[src/rtl/fizzbuzz_pkg.sv]
// -----------------------------------------------------------------------------
// fizzbuzz_pkg
// Shared types for the FizzBuzz sequence controller:
//   state_t   - controller states (IDLE, RUN, DONE)
//   fb_code_t - beat classification (FB_NONE, FB_FIZZ, FB_BUZZ, FB_FIZZBUZZ)
//   fb_classify() - packs the two divisibility flags into a fb_code_t
// Optional feature macro used by the controller: FIZZBUZZ_SEQ_STATS_EN.
// -----------------------------------------------------------------------------
package fizzbuzz_pkg;

   typedef enum logic [1:0] {
      IDLE = 2'd0,
      RUN  = 2'd1,
      DONE = 2'd2
   } state_t;

   typedef enum logic [1:0] {
      FB_NONE     = 2'd0,
      FB_FIZZ     = 2'd1,
      FB_BUZZ     = 2'd2,
      FB_FIZZBUZZ = 2'd3
   } fb_code_t;

   // Bit 0 flags divisibility by FIZZ, bit 1 by BUZZ.
   function automatic fb_code_t fb_classify(input logic fizz_hit, input logic buzz_hit);
      return fb_code_t'({buzz_hit, fizz_hit});
   endfunction

endpackage

[src/rtl/fizzbuzz_residue.sv]
// -----------------------------------------------------------------------------
// fizzbuzz_residue
// Tracks (value mod MOD) incrementally so no divider is needed.
// Ports:
//   clk      in  clock
//   resetn   in  asynchronous active-low reset (residue -> 0)
//   load_i   in  restart at value 1 (residue = 1, since MOD >= 2)
//   adv_i    in  value advanced by one; residue wraps at MOD-1
//   zero_o   out residue is zero, i.e. value divisible by MOD
// load_i has priority over adv_i.
// -----------------------------------------------------------------------------
module fizzbuzz_residue
   import fizzbuzz_pkg::*;
#(
   parameter int MOD = 3
) (
   input  logic clk,
   input  logic resetn,
   input  logic load_i,
   input  logic adv_i,
   output logic zero_o
);

   localparam int RW = $clog2(MOD);
   localparam logic [RW-1:0] LAST = RW'(MOD - 1);
   localparam logic [RW-1:0] ONE  = RW'(1);

   logic [RW-1:0] res_q;
   logic [RW-1:0] res_d;

   always_comb begin
      res_d = res_q;
      if (load_i) begin
         res_d = ONE;
      end else if (adv_i) begin
         res_d = (res_q == LAST) ? '0 : res_q + ONE;
      end
   end

   always_ff @(posedge clk or negedge resetn) begin
      if (!resetn) begin
         res_q <= '0;
      end else begin
         res_q <= res_d;
      end
   end

   assign zero_o = (res_q == '0);

endmodule

[src/rtl/fizzbuzz_seq_ctrl.sv]
// -----------------------------------------------------------------------------
// fizzbuzz_seq_ctrl
// Emits the sequence 1..limit as valid/ready beats, each tagged with its
// FizzBuzz classification.
// Parameters: MAX_COUNT (largest value), FIZZ, BUZZ (divisors, >= 2).
// Ports:
//   clk        in   clock
//   resetn     in   asynchronous active-low reset
//   start      in   run request, sampled only in IDLE
//   limit      in   last sequence value, sampled with an accepted start
//   abort      in   abandon a running sequence (RUN/DONE) without done
//   out_ready  in   consumer ready
//   out_valid  out  beat valid (exactly in RUN)
//   out_value  out  current sequence value
//   out_code   out  0 none, 1 fizz, 2 buzz, 3 fizzbuzz
//   busy       out  state is not IDLE
//   done       out  one-cycle pulse on normal completion
// Optional (macro FIZZBUZZ_SEQ_STATS_EN):
//   fizz_cnt, buzz_cnt, fizzbuzz_cnt  out  transferred beats per code,
//   cleared on accepted start, held after done.
// -----------------------------------------------------------------------------
module fizzbuzz_seq_ctrl
   import fizzbuzz_pkg::*;
#(
   parameter  int MAX_COUNT = 255,
   parameter  int FIZZ      = 3,
   parameter  int BUZZ      = 5,
   localparam int CW        = $clog2(MAX_COUNT + 1)
) (
   input  logic          clk,
   input  logic          resetn,
   input  logic          start,
   input  logic [CW-1:0] limit,
   input  logic          abort,
   input  logic          out_ready,
   output logic          out_valid,
   output logic [CW-1:0] out_value,
   output logic [1:0]    out_code,
   output logic          busy,
   output logic          done
`ifdef FIZZBUZZ_SEQ_STATS_EN
   ,
   output logic [CW-1:0] fizz_cnt,
   output logic [CW-1:0] buzz_cnt,
   output logic [CW-1:0] fizzbuzz_cnt
`endif
);

   localparam logic [CW-1:0] MAX_CW = CW'(MAX_COUNT);
   localparam logic [CW-1:0] ONE    = CW'(1);

   state_t        state_q, state_d;
   logic [CW-1:0] value_q, value_d;
   logic [CW-1:0] limit_q, limit_d;
   logic [CW-1:0] limit_clamped;
   logic          accept;
   logic          hs;
   logic          res_load;
   logic          res_adv;
   logic          fizz_zero;
   logic          buzz_zero;
   fb_code_t      code;

   // limit can exceed MAX_COUNT when MAX_COUNT+1 is not a power of two.
   assign limit_clamped = (limit > MAX_CW) ? MAX_CW : limit;
   assign accept        = (state_q == IDLE) && start;
   assign hs            = (state_q == RUN) && out_ready;

   always_comb begin
      state_d  = state_q;
      value_d  = value_q;
      limit_d  = limit_q;
      res_load = 1'b0;
      res_adv  = 1'b0;
      case (state_q)
         IDLE: begin
            // abort is deliberately not looked at here
            if (start) begin
               limit_d  = limit_clamped;
               value_d  = ONE;
               res_load = 1'b1;
               state_d  = (limit_clamped == '0) ? DONE : RUN;
            end
         end
         RUN: begin
            if (hs) begin
               if (value_q == limit_q) begin
                  state_d = DONE;
               end else begin
                  value_d = value_q + ONE;
                  res_adv = 1'b1;
               end
            end
            // a beat handshaken in this cycle still counts as transferred
            if (abort) begin
               state_d = IDLE;
            end
         end
         DONE: begin
            state_d = IDLE;
         end
         default: begin
            state_d = IDLE;
         end
      endcase
   end

   always_ff @(posedge clk or negedge resetn) begin
      if (!resetn) begin
         state_q <= IDLE;
         value_q <= '0;
         limit_q <= '0;
      end else begin
         state_q <= state_d;
         value_q <= value_d;
         limit_q <= limit_d;
      end
   end

   fizzbuzz_residue #(.MOD(FIZZ)) u_res_fizz (
      .clk    (clk),
      .resetn (resetn),
      .load_i (res_load),
      .adv_i  (res_adv),
      .zero_o (fizz_zero)
   );

   fizzbuzz_residue #(.MOD(BUZZ)) u_res_buzz (
      .clk    (clk),
      .resetn (resetn),
      .load_i (res_load),
      .adv_i  (res_adv),
      .zero_o (buzz_zero)
   );

   // Residues read zero while idle/reset, so gate the code to keep it 0 then.
   assign code      = (state_q == RUN) ? fb_classify(fizz_zero, buzz_zero) : FB_NONE;
   assign out_valid = (state_q == RUN);
   assign out_value = value_q;
   assign out_code  = code;
   assign busy      = (state_q != IDLE);
   // An abort arriving in DONE suppresses the completion pulse.
   assign done      = (state_q == DONE) && !abort;

`ifdef FIZZBUZZ_SEQ_STATS_EN
   logic [CW-1:0] fizz_cnt_q, fizz_cnt_d;
   logic [CW-1:0] buzz_cnt_q, buzz_cnt_d;
   logic [CW-1:0] fb_cnt_q,   fb_cnt_d;

   always_comb begin
      fizz_cnt_d = fizz_cnt_q;
      buzz_cnt_d = buzz_cnt_q;
      fb_cnt_d   = fb_cnt_q;
      if (accept) begin
         fizz_cnt_d = '0;
         buzz_cnt_d = '0;
         fb_cnt_d   = '0;
      end else if (hs) begin
         case (code)
            FB_FIZZ:     fizz_cnt_d = fizz_cnt_q + ONE;
            FB_BUZZ:     buzz_cnt_d = buzz_cnt_q + ONE;
            FB_FIZZBUZZ: fb_cnt_d   = fb_cnt_q + ONE;
            default:     ;
         endcase
      end
   end

   always_ff @(posedge clk or negedge resetn) begin
      if (!resetn) begin
         fizz_cnt_q <= '0;
         buzz_cnt_q <= '0;
         fb_cnt_q   <= '0;
      end else begin
         fizz_cnt_q <= fizz_cnt_d;
         buzz_cnt_q <= buzz_cnt_d;
         fb_cnt_q   <= fb_cnt_d;
      end
   end

   assign fizz_cnt     = fizz_cnt_q;
   assign buzz_cnt     = buzz_cnt_q;
   assign fizzbuzz_cnt = fb_cnt_q;
`endif

endmodule

[config.mk]
export PLATFORM = sky130hd
export DESIGN_NAME = fizzbuzz_seq_ctrl
export DESIGN_NICKNAME = d
export VERILOG_FILES = /design/src/rtl/fizzbuzz_pkg.sv /design/src/rtl/fizzbuzz_residue.sv /design/src/rtl/fizzbuzz_seq_ctrl.sv
export SDC_FILE = /design/constraint.sdc
export NUM_CORES = 1
export LEC_CHECK = 0
export ABC_CLOCK_PERIOD_IN_PS = 2200
export CORE_ASPECT_RATIO = 0.75
export CORE_MARGIN = 1.5
export CORE_UTILIZATION = 50
export CTS_BUF_LIST = sky130_fd_sc_hd__clkbuf_4 sky130_fd_sc_hd__clkbuf_8 sky130_fd_sc_hd__clkbuf_16
export CTS_CLUSTER_SIZE = 8
export DETAILED_ROUTE_END_ITERATION = 16
export PLACE_DENSITY_LB_ADDON = 0.05
export SETUP_SLACK_MARGIN = 0.02
export SYNTH_ARGS = -nofsm -noshare
export SYNTH_HDL_FRONTEND = slang
export SYNTH_HIERARCHICAL = 1
export SYNTH_SLANG_ARGS = --single-unit
[constraint.sdc]
create_clock -name clk -period 2.2 [get_ports clk]
set_input_delay 0.44 -clock clk [delete_from_list [all_inputs] [get_ports clk]]
set_output_delay 0.44 -clock clk [all_outputs]
set_load 0.01 [all_outputs]
# Word level (Yosys, flattened, before mapping)
# Index checks and enable logic that the tools add are counted.
# totals
ff_bits,23
latch_bits,0
ramBits,0
rom_bits,0
inputBits,13
out_inout_bits,13
n_memories,0
# classes
addsub,3
multipliers,0
n_div,0
n_lt_le_gt_ge,1
n_eq_ne,10
n_shift,0
muxes,23
bitwise,0
reduce_logical,13
# op_table
operator,n
8-bit 2-to-1 mux,4
2-bit 2-to-1 mux,9
8-bit case mux with 2 select lines,1
3-bit 2-to-1 mux,3
"8-bit by 1-bit adder with 8-bit output, second input constant",1
8-bit == test,1
"8-bit > comparator, second input constant",1
8-bit zero test,1
"3-bit by 2-bit inequality test with 1-bit output, second input constant",2
2-bit nonzero test,3
1-bit 2-to-1 mux,5
"2-bit == test, second input constant",2
2-bit zero test,2
"2-bit inequality test, second input constant",2
2-bit case mux with 2 select lines,1
4-bit AND reduction,1
"3-bit by 1-bit adder with 3-bit output, second input constant",1
"3-bit == test, second input constant",1
3-bit zero test,1
3-bit AND reduction,1
"2-bit by 1-bit adder with 2-bit output, second input constant",1
"2-bit by 1-bit == test with 1-bit output, second input constant",1
1-bit logical AND,2
"2-bit by 1-bit inequality test with 1-bit output, second input constant",1
2 further kinds,2

# Depth between registers and ports, before layout
# Gate-level depths: netlist of run 1.
# logic_depth
ltp_word,6
ltp_mapped,7

# Hierarchy
# The synthesis of run 1 kept the hierarchy.
# modules_own_cells
module,n_inst,cells_per_inst,area_per_inst_um2,seq_area_each_um2
fizzbuzz_seq_ctrl,1,88,968.4,450.4
fizzbuzz_residue at u_res_buzz,1,16,170.2,75.1
fizzbuzz_residue at u_res_fizz,1,8,87.6,50.0

# Least setup slack after synthesis of run 1
# Ideal clock, no wire load.
# synth_path
path_kind,flip-flop to flip-flop
startpoint,register value_q[4] (netlist: out_value[4])
endpoint,register u_res_buzz.res_q[0]
setup_ns,0.124
t_arrival_ns,1.516
required_time_ns,2.076
path_slack_ns,0.560
path_stages_with_launch,7
period_less_slack_ns,1.640
path_cell_list,dfrtp_1 xnor2_1 nand4_1 o21ba_2 buf_6 a21boi_1 a211o_1
# synth_between
elab_chain_len,5
# synth_lines
element,line_no,source
from (decl),fizzbuzz_seq_ctrl.sv:53,"logic [CW-1:0] value_q, value_d;"
from (signal assigned),fizzbuzz_seq_ctrl.sv:115,value_q <= value_d;
8-bit == test,fizzbuzz_seq_ctrl.sv:87,if (value_q == limit_q) begin
1-bit 2-to-1 mux,fizzbuzz_seq_ctrl.sv:87,
1-bit 2-to-1 mux,fizzbuzz_seq_ctrl.sv:86,if (hs) begin
1-bit 2-to-1 mux,fizzbuzz_seq_ctrl.sv:75,case (state_q)
named net res_adv,fizzbuzz_seq_ctrl.sv:59,logic res_adv;
2-bit nonzero test (no line),n/a,
to (signal assigned),fizzbuzz_residue.sv:44,res_q <= res_d;
to (decl),fizzbuzz_residue.sv:28,logic [RW-1:0] res_q;
# The timed path passes the listed nets, and every way through them passes these cells.
# A chain may end at the register's enable or synchronous reset.

# Final worst setup path of run 1
# layout_path
startpoint,register state_q[1]
endpoint,output out_code[0]
# layout_between
elab_chain_len,2
# layout_lines
element,line_no,source
from (decl),fizzbuzz_seq_ctrl.sv:52,"state_t state_q, state_d;"
from (signal assigned),fizzbuzz_seq_ctrl.sv:114,state_q <= state_d;
2-bit by 1-bit == test with 1-bit output,fizzbuzz_seq_ctrl.sv:137,"assign code = (state_q == RUN) ? fb_classify(fizz_zero, buzz_zero) : FB_NONE;"
2-bit 2-to-1 mux,fizzbuzz_seq_ctrl.sv:137,
to (decl),fizzbuzz_seq_ctrl.sv:38,"output logic [1:0] out_code,"
# Every way passes these cells.

==> reports/summary.txt, run 1 <==
PwrDens: 791 nW/um^2
initial antenna violation count: 0
Worst slew margin: 74.7%
status: completed
Hold Vio Cnt, Final: 0
WL/cell: 14.1 um
Worst setup SP type: flop
die area: 2760 um^2
final setup vio count: 0
top cells by area, synth: dfrtp_1, mux2_2, xnor2_1, mux2i_1, ha_1
# diodes: 0
Reg2Reg Setup Slack: 400 ps
core area: 2310 um^2
CTS H-tree lvls: 1
Max Cap Violations: 0
first-pass GRT wire length: 4.18 mm
Period minus WS final: 2070 ps
reg-to-reg endpoint: u_res_buzz/res_q[0]
Avg Vias per Cell: 5.21
gpl congestion: 0.776
DRC viols: 0
setup TNS: 0 ps
Max Clk Rate: 483 MHz
# placed instances: 172
via count: 922
Post-Syn Area per Cell: 10.9 um^2
Crit Reg-Reg Startpoint: out_value[1]
DP Area: 1530 um^2
clock insertion delay at the later pin of the skew report: 320 ps
RSZ-0062 raised after global routing: no
CTS buffer count: 3
layout cell share with drive strength beyond 1: 16.8%
Yosys reg bits: 23
worst reg2reg path depth: 5
HP Class: in2async
Hold WS: 458 ps
I/O Buffers: 25
vias in the first global route: 855
Area Growth Syn to Fin: 27.1%
post-synth top area cell: dfrtp_1
num ports: 26
# nets final: 160
CP arrival: 1630 ps
CP max FO: 7
die span in y: 45.9 um
post-synthesis cell type count: 38
Rows: 15
Slew @ Worst Pin: 380 ps
hold_buf cts: 0
clk root buf: clkbuf_4
clk buf depth: 2
top-area cell type share of the netlist area: 46.9%
register area share after synthesis: 46.9%
post-route cell area: 1560 um^2
pin count of the biggest net entering global routing: 24
clk_skew: 5.45 ps
Post-Syn Area: 1230 um^2
Worst Path Required: 1760 ps
Routed Antenna Nets: 0
Initial Util: 53.1%
Warnings, synthesis: 6
VDD IR-drop max: 0.601 mV
final wirelength: 2.49 mm
first-pass detailed-route iteration total: 3
Final Slew Violations: 0
die span in x: 60.2 um
non-filler cells, final: 177
grt ovf: 0
Post-Syn Instances: 112
GRT Overall Usage: 21.1%
Mapped Nets: 128
kind of critical path: reg2out
Pleak: 0.690 nW
Setup crit end kind: output port
DP HPWL: 1.90 mm
CTS tree: done
Clock Sinks: 23
Final Cycle Share: 94.1%
clock slew at reported path FFs: 130 ps
Initial DRC Count: 18
cells in the mapped netlist:
library cell / number
mux2_2: 8
and2_1: 2
xnor2_1: 9
nand2b_4: 1
nand3b_1: 1
inv_1: 4
nor3b_1: 1
a22o_1: 1
a22o_2: 1
o32ai_1: 1
nand2_2: 1
mux2i_1: 4
nand2_1: 9
and3_1: 3
a221o_1: 1
a21oi_1: 2
buf_6: 1
nand4_1: 2
nand3_1: 2
o21ba_2: 1
nor3_1: 1
mux2_1: 1
and3_2: 1
ha_1: 3
nor4_1: 4
o211a_1: 1
nor2_1: 7
or2_2: 1
nor2b_1: 4
o21ai_0: 1
dfrtp_1: 23
a211o_1: 4
nand2b_1: 1
o22ai_1: 1
buf_2: 1
clkinv_2: 1
nor2_4: 1
a21boi_1: 1
how the worst max path moves through the flow:
stage	cells after the start	end	slack, ps	startpoint
2_1_floorplan	6	u_res_buzz/res_q[0]	560	out_value[4]
3_3_place_gp	3	done	150	abort
3_5_place_dp	3	done	140	abort
4_1_cts	4	out_code[0]	100	state_q[1]
5_1_grt	4	out_code[0]	50	state_q[1]
6_report	4	out_code[0]	130	state_q[1]
cell type report:
| type | instances | area (um^2) |
|---|---|---|
| fillers | 209 | 749 |
| flip-flops and latches | 23 | 576 |
| well taps | 34 | 42.5 |
| clock buffers | 3 | 22.5 |
| inverters | 5 | 20.0 |
| clock inverters | 1 | 5.00 |
| multi-input cells | 82 | 614 |
| repair buffers | 29 | 279 |
cell families (layout without fill, tap and decap cells):
group                    count (synthesis)  after routing  synth area share (%)
flip-flops                              23             23                  46.9
buffers and inverters                    7             38                  2.96
adder cells (fa/ha/maj)                  3              3                  3.06
XOR/XNOR                                 9              9                  6.43
AND/OR/NAND/NOR                         42             42                  19.2
multiplexers                            13             13                  11.5
AO/OA/AOI/OAI                           15             15                  9.90
critical path: stages, from the launching register on:
cell	delay [ps]
dfrtp_1	410
nand2b_4	170
clkinv_2	90
and2_1	120
clkdlybuf4s50_1	520
per-stage QoR:
step	utilization, %	setup WS, ps	power, mW
6_report	67.5	129	1.23
5_1_grt	67.5	49.2	1.32
4_1_cts	67.5	104	1.25
3_5_place_dp	66.1	138	1.04
3_3_place_gp	66.1	151	1.02
2_1_floorplan	-	560	0.862
state kept, by name, indices dropped and copies added (netlist names):
name              count
out_value             8
state_q               2
u_res_buzz/res_q      3
limit_q               8
u_res_fizz/res_q      2
routing by layer:
layer / up-vias / part of all wire, % / global-route usage (%)
met5: - / 0 / 0
met4: 0 / 0.96 / 2.67
met3: 4 / 4.5 / 6.25
met2: 21 / 45 / 31.5
met1: 441 / 49 / 31.1
li1: 456 / - / -
report_power, final:
| group | total (mW) | leakage [nW] | switching [mW] | internal, mW |
|---|---|---|---|---|
| Combinational | 0.436 | 0.384 | 0.188 | 0.248 |
| Clock | 0.202 | 0.0177 | 0.134 | 0.0681 |
| Sequential | 0.595 | 0.288 | 0.0850 | 0.510 |
| Total | 1.23 | 0.690 | 0.407 | 0.826 |
cell usage in the layout (no fill, tap or decap), drive strengths merged:
cell type / n
o32ai: 1
o211a: 1
o22ai: 1
o21ai: 1
nand2b: 2
nor3: 1
nor2: 8
mux2i: 4
o21ba: 1
nand4: 2
xnor2: 9
dfrtp: 23
a21boi: 1
nand3: 2
clkinv: 2
or2: 1
a211o: 4
and3: 4
and2: 2
nor4: 4
a221o: 1
a21oi: 2
inv: 4
nor2b: 4
a22o: 2
clkdlybuf4s50: 24
nand3b: 1
buf: 4
mux2: 9
ha: 3
nor3b: 1
nand2: 10
clkbuf: 3
dlygate4sd2: 1
what timing repair did:
item                                    in CTS  in global routing
buffers inserted                             1                  0
gates resized for setup                      1                  0
endpoints found under the setup margin       1                  0
No activity file was read; power rests on OpenSTA's default activity.
==> inputs of run 2 (changes only) <==
==> constraint.sdc (replaced) <==
create_clock -name clk -period 2.2 [get_ports clk]
set_input_delay 0.44 -clock clk [delete_from_list [all_inputs] [get_ports clk]]
set_output_delay 0.44 -clock clk [all_outputs]
set_load 0.05 [all_outputs]
==> reports/summary.txt, run 2 (synthesis results as in run 1) <==
status: completed (unchanged)
die span in y: 45.9 um (unchanged)
HP Class: in2async (unchanged)
clock slew at reported path FFs: 130 ps (about the same)
commonest cells after routing, fill and taps aside: dfrtp_1, clkdlybuf4s50_1, nand2_1, xnor2_1, mux2_2 (was clkdlybuf4s50_1, dfrtp_1, nand2_1, xnor2_1, mux2_2)
Setup crit end kind: output port (unchanged)
DRC viols: 0 (unchanged)
Area Growth Syn to Fin: 28.5% (was 27.1%)
final setup vio count: 0 (unchanged)
clk_skew: 10.4 ps (was 5.45 ps)
crit path buf inv count: 1 (was 2)
met3 GRT Util: 6.82% (was 6.25%)
clock insertion delay at the later pin of the skew report: 320 ps (about the same)
Rows: 15 (unchanged)
crit-path leading delay family: buffers and inverters (unchanged)
Max Clk Rate: 483 MHz (about the same)
met2 Use GR: 32.4% (was 31.5%)
CTS tree: done (unchanged)
CTS buffer count: 3 (unchanged)
vias in the first global route: 901 (was 855)
DP HPWL: 1.82 mm (was 1.90 mm)
commonest non-fill, non-tap cell in the layout: dfrtp_1 (was clkdlybuf4s50_1)
via count: 921 (was 922)
first-pass GRT wire length: 4.30 mm (was 4.18 mm)
# diodes: 0 (unchanged)
Post-CTS Setup Inserts: 0 (was 1)
grt met1 use: 30.3% (was 31.1%)
first-pass detailed-route iteration total: 4 (was 3)
CP arrival: 1630 ps (about the same)
num ports: 26 (unchanged)
Pleak: 0.741 nW (was 0.690 nW)
kind of critical path: reg2out (unchanged)
CP cell instances: clkdlybuf4s50_1 (was nand2b_4, clkinv_2, and2_1, clkdlybuf4s50_1)
CTS H-tree lvls: 1 (unchanged)
Initial Util: 53.1% (unchanged)
final wirelength: 2.49 mm (about the same)
reg-to-reg endpoint: u_res_buzz/res_q[0] (unchanged)
Hold Vio Cnt, Final: 0 (unchanged)
DP Area: 1540 um^2 (was 1530 um^2)
crit-path max cell delay: 840 ps (was 520 ps)
I/O Buffers: 25 (unchanged)
CP max-delay cell: clkdlybuf4s50_1 (unchanged)
worst reg2reg path depth: 5 (unchanged)
hold_buf cts: 0 (unchanged)
Period minus WS final: 2070 ps (about the same)
Routed Antenna Nets: 0 (unchanged)
core area: 2310 um^2 (unchanged)
GRT Overall Usage: 21.9% (was 21.1%)
Final Cycle Share: 94.2% (was 94.1%)
die area: 2760 um^2 (unchanged)
Max Cap Violations: 0 (unchanged)
Crit Reg-Reg Startpoint: out_value[1] (unchanged)
Worst setup SP type: flop (unchanged)
Initial DRC Count: 30 (was 18)
initial antenna violation count: 0 (unchanged)
CP max FO: 5 (was 7)
Clock Sinks: 23 (unchanged)
VDD IR-drop max: 0.554 mV (was 0.601 mV)
Final Slew Violations: 0 (unchanged)
grt ovf: 0 (unchanged)
setup TNS: 0 ps (unchanged)
clk root buf: clkbuf_4 (unchanged)
# nets final: 159 (was 160)
Reg2Reg Setup Slack: 390 ps (was 400 ps)
Worst slew margin: 65.9% (was 74.7%)
gpl congestion: 0.758 (was 0.776)
PostCTS Resize Cnt: 0 (was 1)
Worst Path Required: 1760 ps (about the same)
die span in x: 60.2 um (unchanged)
GR peak layer: met2 (unchanged)
clk buf depth: 2 (unchanged)
layout cell share with drive strength beyond 1: 19.0% (was 16.8%)
RSZ-0062 raised after global routing: no (unchanged)
post-route cell area: 1580 um^2 (was 1560 um^2)
PwrDens: 854 nW/um^2 (was 791 nW/um^2)
WL/cell: 14.1 um (about the same)
Slew @ Worst Pin: 510 ps (was 380 ps)
pin count of the biggest net entering global routing: 24 (unchanged)
Avg Vias per Cell: 5.23 (was 5.21)
## run 2: cell count changes in the layout (fill, tap and decap cells not counted)
cell             previous run  this run
dlygate4sd2_1               1         0
dlymetal6s2s_1              0         3
clkdlybuf4s50_1            24        18
buf_4                       4         5
buf_12                      0         2
## run 2: power breakdown
group / leakage (nW) / switching (mW) / internal [mW]
registers: 0.288 / 0.0853 / 0.510
logic: 0.436 / 0.300 / 0.248
clock network: 0.0177 / 0.134 / 0.0682
total: 0.741 / 0.519 / 0.826
## run 2: how the worst max path moves through the flow
stage / start / endpoint / cells after the start / slack, ps
after floorplan: abort / done / 1 / 180
after global placement: out_ready / out_value[3] / 5 / 200
after detailed placement: out_ready / out_value[3] / 5 / 150
after CTS: out_value[5] / out_value[5] / 1 / 40
after global routing: out_value[2] / out_value[2] / 1 / 60
final: out_value[0] / out_value[0] / 1 / 130
## run 2: area by class of cell
cell class / count / area [um^2]
inverters: 5 / 20.0
well taps: 34 / 42.5
fillers: 199 / 733
clock inverters: 1 / 5.00
flip-flops and latches: 23 / 576
multi-input cells: 82 / 614
repair buffers: 28 / 295
clock buffers: 3 / 22.5
## run 2: per-stage QoR
stage               util, %  hold slack, ps  setup WS [ps]  std cells  total power, mW
floorplan                 -             144            176        112            0.972
global route           68.2             452           62.6        176             1.43
detailed placement     66.7             515            154        172             1.15
finish                 68.2             453            128        176             1.35
global placement       66.7             514            196        172             1.14
CTS                    67.9             451           37.7        176             1.36
## run 2: routing by layer
layer | vias up | routed length (um)
met2 | 20 | 1100
met3 | 4 | 113
met5 | - | 0
met4 | 0 | 33
met1 | 441 | 1240
li1 | 456 | -
==> RTL change 1 (settings of run 2) <==
Build with the macro `FIZZBUZZ_SEQ_STATS_EN` defined.
--- a/src/rtl/fizzbuzz_seq_ctrl.sv
+++ b/src/rtl/fizzbuzz_seq_ctrl.sv
@@ -20,4 +20,6 @@
 //   cleared on accepted start, held after done.
 // -----------------------------------------------------------------------------
+`define FIZZBUZZ_SEQ_STATS_EN
+
 module fizzbuzz_seq_ctrl
    import fizzbuzz_pkg::*;
Check against the original RTL (old outputs only; new: buzz_cnt, fizz_cnt and fizzbuzz_cnt): equivalent (equiv_simple and equiv_induct, registers matched by name and starting in step).
==> RTL change 1 against run 2 <==
  * Fmax decreased by 0.97%
  * Routed wire length grew to 2.6 times the old value
  * Hold slack got worse by 0.34 ns
  * Largest cell class unchanged
  * Final cell count increased by 140%
  * Design area increased by 120%
  * Critical path depth unchanged
  * Highest routed layer unchanged
  * Synthesized cell count rose to 2.5 times the old value
  * Area after synthesis rose by 120%
  * Via count increased to 2.5 times the old value
  * Power rose by 140%
  * Worst setup slack worse by 0.020 ns
  * Critical path type unchanged
  * Sequential cell count grew 24
  * Critical endpoint is now out_value[2]
==> RTL change 1: results (changes against run 2) <==
metric,value,unit,change
grt_pass1_vias,2166,,+140%
pre_cts_ws,-0.008419,ns,-0.1628 ns
crit_fanout,7,,+2
clk_latency,0.30,ns,-0.02 ns
synth.area.top_cells,"dfrtp_1 (44%), nand2_1 (5.5%), xnor2_1 (4.0%)",,
syn_nets,299,,+130%
gp_congestion,0.8309,,+9.6%
ys_top_cells_by_count,"dfrtp_1 (47), nand2_1 (39), nor2_1 (24)",,
drt_iter0_drc,148,,+390%
grt.total_usage,0.2402,,+0.02168
drive_above_1_share,0.1552,,-0.03497
layout.nets,366,,+130%
muxShareOfSynthArea,0.02635,,-0.08895
root_buffer,clkbuf_8,,
yosysSeqAreaShare,0.4424,,-0.02703
status,completed,,
port-buffer-count,49,,+96%
slowest_delay,0.86,ns,+0.02 ns
crit_arrival,1.65,ns,+0.02 ns
clkTransAtPathRegs,0.09,ns,-0.04 ns
irDropWorstVdd,0.6826,mV,+23%
wl_per_cell,15.13,um,+7.0%
grt_pass1_wl,10.71,mm,+150%
cts_made_buffers,5,,+2
yosysWarnings,6,,unchanged
p_leak,1.567,nW,+110%
htreeDepth,2,,+1
placed_cell_area,0.003411,mm^2,+120%
synth_compound_area_frac,0.1398,,+0.04079
grt_max_degree,48,,+100%
ys_types,53,,+39%
fin_skew,0.003978,ns,-0.006470 ns
cell_internal_pwr,1.846,mW,+120%
hpwlAfterDp,4.696,mm,+160%
synth-xor-area-share,0.06918,,+0.004891
slew_headroom,0.6681,,+0.008822
synth_fa_ha_area_frac,0.02824,,-0.002377
viasPerCell,5.502,,+5.1%
RTL change 1: cell type report:
class	instances	area (um^2)
fillers	416	1478
well taps	72	90.09
repair buffers	74	730.7
clock buffers	8	103.9
multi-input cells	209	1394
inverters	10	37.54
flip-flops and latches	47	1176
RTL change 1: metrics by stage:
stage	utilization	instances
2_1_floorplan	-	280
3_3_place_gp	0.6808	412
3_5_place_dp	0.6808	412
4_1_cts	0.7015	420
5_1_grt	0.7050	420
6_report	0.7050	420
RTL change 1: cells by family after synthesis:
logic type                 after synthesis
AOI/OAI and AO/OA                       51
xor gates and xnor gates                21
adders and majority gates                6
buffers and inverters                   24
DFF                                     47
muxes                                    7
and+or+nand+nor                        124
RTL change 1: timing repair:
item | CTS | global route
setup buffers | 0 | 0
setup endpoints to repair | 0 | 16
hold endpoints to repair | 0 | 0
hold buffers | 0 | 0
gates resized for setup | 0 | 7
RTL change 1: worst paths after layout:
path	startpoint	endpoint	slack (ns)	cells after the start
min reg2reg	limit_q[4]$_DFFE_PN0P_	limit_q[4]$_DFFE_PN0P_	0.51	2
min	resetn	out_value[4]$_DFFE_PN0P_	0.11	2
max reg2reg	u_res_buzz/res_q[0]$_DFFE_PN0P_	fizz_cnt[7]$_DFFE_PN0P_	0.11	7
max	out_value[2]$_DFFE_PN0P_	out_value[2]	0.11	1
min in group clk	limit_q[4]$_DFFE_PN0P_	limit_q[4]$_DFFE_PN0P_	0.51	2
max in group asynchronous	resetn	fizzbuzz_cnt[7]$_DFFE_PN0P_	1.86	2
RTL change 1: routing by layer:
layer	vias up	global-route usage	share of wire
met2	59	0.3702	0.45
met3	2	0.04869	0.045
met1	1109	0.3580	0.51
li1	1141	-	-
met4	0	0.03175	0.0019
met5	-	0	0
RTL change 1: power by group through the flow:
| stage | combinational, mW | sequential (mW) | clock, mW |
|---|---|---|---|
| global route | 1.47 | 1.24 | 0.640 |
| finish | 1.36 | 1.22 | 0.591 |
| detailed placement | 1.35 | 1.23 | 0 |
| CTS | 1.35 | 1.21 | 0.600 |
| global placement | 1.32 | 1.22 | 0 |
| floorplan | 0.636 | 1.45 | 0 |
==> RTL change 2 (settings of run 2) <==
Without the edit above. Re-encode `state_t` (3 states) as one-hot, 3 bits wide.
--- a/src/rtl/fizzbuzz_pkg.sv
+++ b/src/rtl/fizzbuzz_pkg.sv
@@ -9,8 +9,8 @@
 package fizzbuzz_pkg;
 
-   typedef enum logic [1:0] {
-      IDLE = 2'd0,
-      RUN  = 2'd1,
-      DONE = 2'd2
+   typedef enum logic [2:0] {
+      IDLE = 3'b001,
+      RUN  = 3'b010,
+      DONE = 3'b100
    } state_t;
 
Behaviour: same outputs for any inputs over 10 cycles, from zero or initial values and one cycle with resetn low; not proved beyond that.
==> RTL change 2 against run 2 <==
  * Hold slack improved by 0.014 ns
  * Sequential cell count rose by 1
  * Worst setup slack worse by 0.031 ns
  * Design area increased by 5.2%
  * Largest power group unchanged
  * Combinational power grew 17%
  * Largest cell class unchanged
  * Power is 15% higher
  * Area after synthesis rose by 5.6%
  * Sequential share of layout area fell by 0.24 points
  * Routed wire length increased by 18%
==> RTL change 2: results (changes against run 2) <==
metric,value,unit,change
layout.nets,187,,+18%
postSynth.asyncResetShare,1.000,,unchanged
dr.pass1.iters,4,,unchanged
min_path_type,in2async,,
irDropWorstVdd,0.5171,mV,-6.6%
crit_fanout,7,,+2
ys_types,43,,+13%
seqCellArea,601.8,um^2,+4.6%
wl,2.944,mm,+18%
syn_avg_cell_area,9.184,um^2,-16%
wl_per_cell,14.43,um,+2.0%
ys_top_cells_by_count,"nand2_1 (34), dfrtp_1 (23), nor2_1 (9)",,
yosysSeqAreaShare,0.4647,,-0.004653
synth.area.top_cells,"dfrtp_1 (44%), nand2_1 (9.9%), xnor2_1 (5.4%)",,
cts_buffer_depth,2,,unchanged
status,completed,,
viasPerCell,5.520,,+5.5%
placed_cell_area,0.001628,mm^2,+5.7%
grt_pass1_wl,4.809,mm,+12%
p_leak,0.7379,nW,-0.44%
grt_max_degree,25,,+4.2%
fin_skew,0.004216,ns,-0.006232 ns
grt.total_usage,0.2349,,+0.01641
root_buffer,clkbuf_4,,
yosysWarnings,6,,unchanged
placed_cells,200,,+16%
drt_iter0_drc,108,,+260%
gp_congestion,0.8645,,+14%
final.fill_count,219,,+10%
drive_above_1_share,0.1294,,-0.06073
post_cts_resized,0,,unchanged
hpwlAfterDp,2.207,mm,+21%
syn_nets,157,,+23%
grt_pass1_vias,1084,,+20%
htreeDepth,1,,unchanged
worstMarginPinSlew,0.5092,ns,-0.001059 ns
## RTL change 2: cell count changes after synthesis, moves of 2 or more
cell and change:
nor3_1 +2, nor4_1 -2, mux2i_1 -3, mux2_2 -8
a211o_1 -2, nor2_1 +2, a31o_2 +2, inv_1 +2
a21o_1 +2, nand2_1 +25, a211oi_1 +2, and3_1 -3
## RTL change 2: worst paths after layout
check	from	endpoint	slack, ns	cells after the start
setup reg to reg	out_value[3]$_DFFE_PN0P_	u_res_buzz/res_q[0]$_DFFE_PN0P_	0.22	5
setup / recovery	out_value[5]$_DFFE_PN0P_	out_value[5]	0.1	1
min in group clk	limit_q[4]$_DFFE_PN0P_	limit_q[4]$_DFFE_PN0P_	0.51	2
max in group asynchronous	resetn	state_q[0]$_DFFE_PN1P_	1.45	2
hold reg to reg	limit_q[4]$_DFFE_PN0P_	limit_q[4]$_DFFE_PN0P_	0.51	2
hold / removal	resetn	out_value[0]$_DFFE_PN0P_	0.47	2
## RTL change 2: per-stage QoR
| stage | hold slack (ns) | worst slack [ns] |
|---|---|---|
| 2_1_floorplan | 0.1444 | 0.2151 |
| 3_3_place_gp | 0.4799 | 0.2188 |
| 3_5_place_dp | 0.4840 | 0.1406 |
| 4_1_cts | 0.4754 | 0.08500 |
| 5_1_grt | 0.4826 | 0.03129 |
| 6_report | 0.4671 | 0.09730 |
## RTL change 2: cell families (layout without fill, tap and decap cells)
kind of cell / Yosys count / in the layout / synth area share
buffers and inverters: 9 / 38 / 0.02802
flip-flops: 24 / 24 / 0.4647
AO/OA/AOI/OAI: 24 / 24 / 0.1411
AND/OR/NAND/NOR: 72 / 72 / 0.2754
multiplexers: 1 / 1 / 0.007730
adder cells (fa/ha/maj): 3 / 3 / 0.02899
XOR/XNOR: 8 / 8 / 0.05411
## RTL change 2: per-layer routing
layer,track usage,wire (um),vias to the layer above
li1,-,-,545
met1,0.3253,1366,528
met2,0.3600,1361,47
met3,0.06061,176,6
met4,0.08511,39,0
met5,0,0,-
## RTL change 2: worst reg2reg max path, stage by stage (launching register included)
cell      delay, ns
dfrtp_1        0.47
xnor2_1        0.19
nand4_1        0.21
o211a_1        0.48
a21boi_1       0.24
a211o_1        0.31
## RTL change 2: final cells by class
class / instances / area share
Timing Repair Buffer: 28 / 0.1796
Tap cell: 34 / 0.02566
Inverter: 6 / 0.01358
Multi-Input combinational cell: 108 / 0.4000
Clock buffer: 4 / 0.01811
Sequential cell: 24 / 0.3630
## RTL change 2: where the power goes
group	total [mW]	internal, mW	switching [mW]
Combinational	0.642	0.271	0.371
Clock	0.219	0.0833	0.136
Sequential	0.679	0.564	0.116
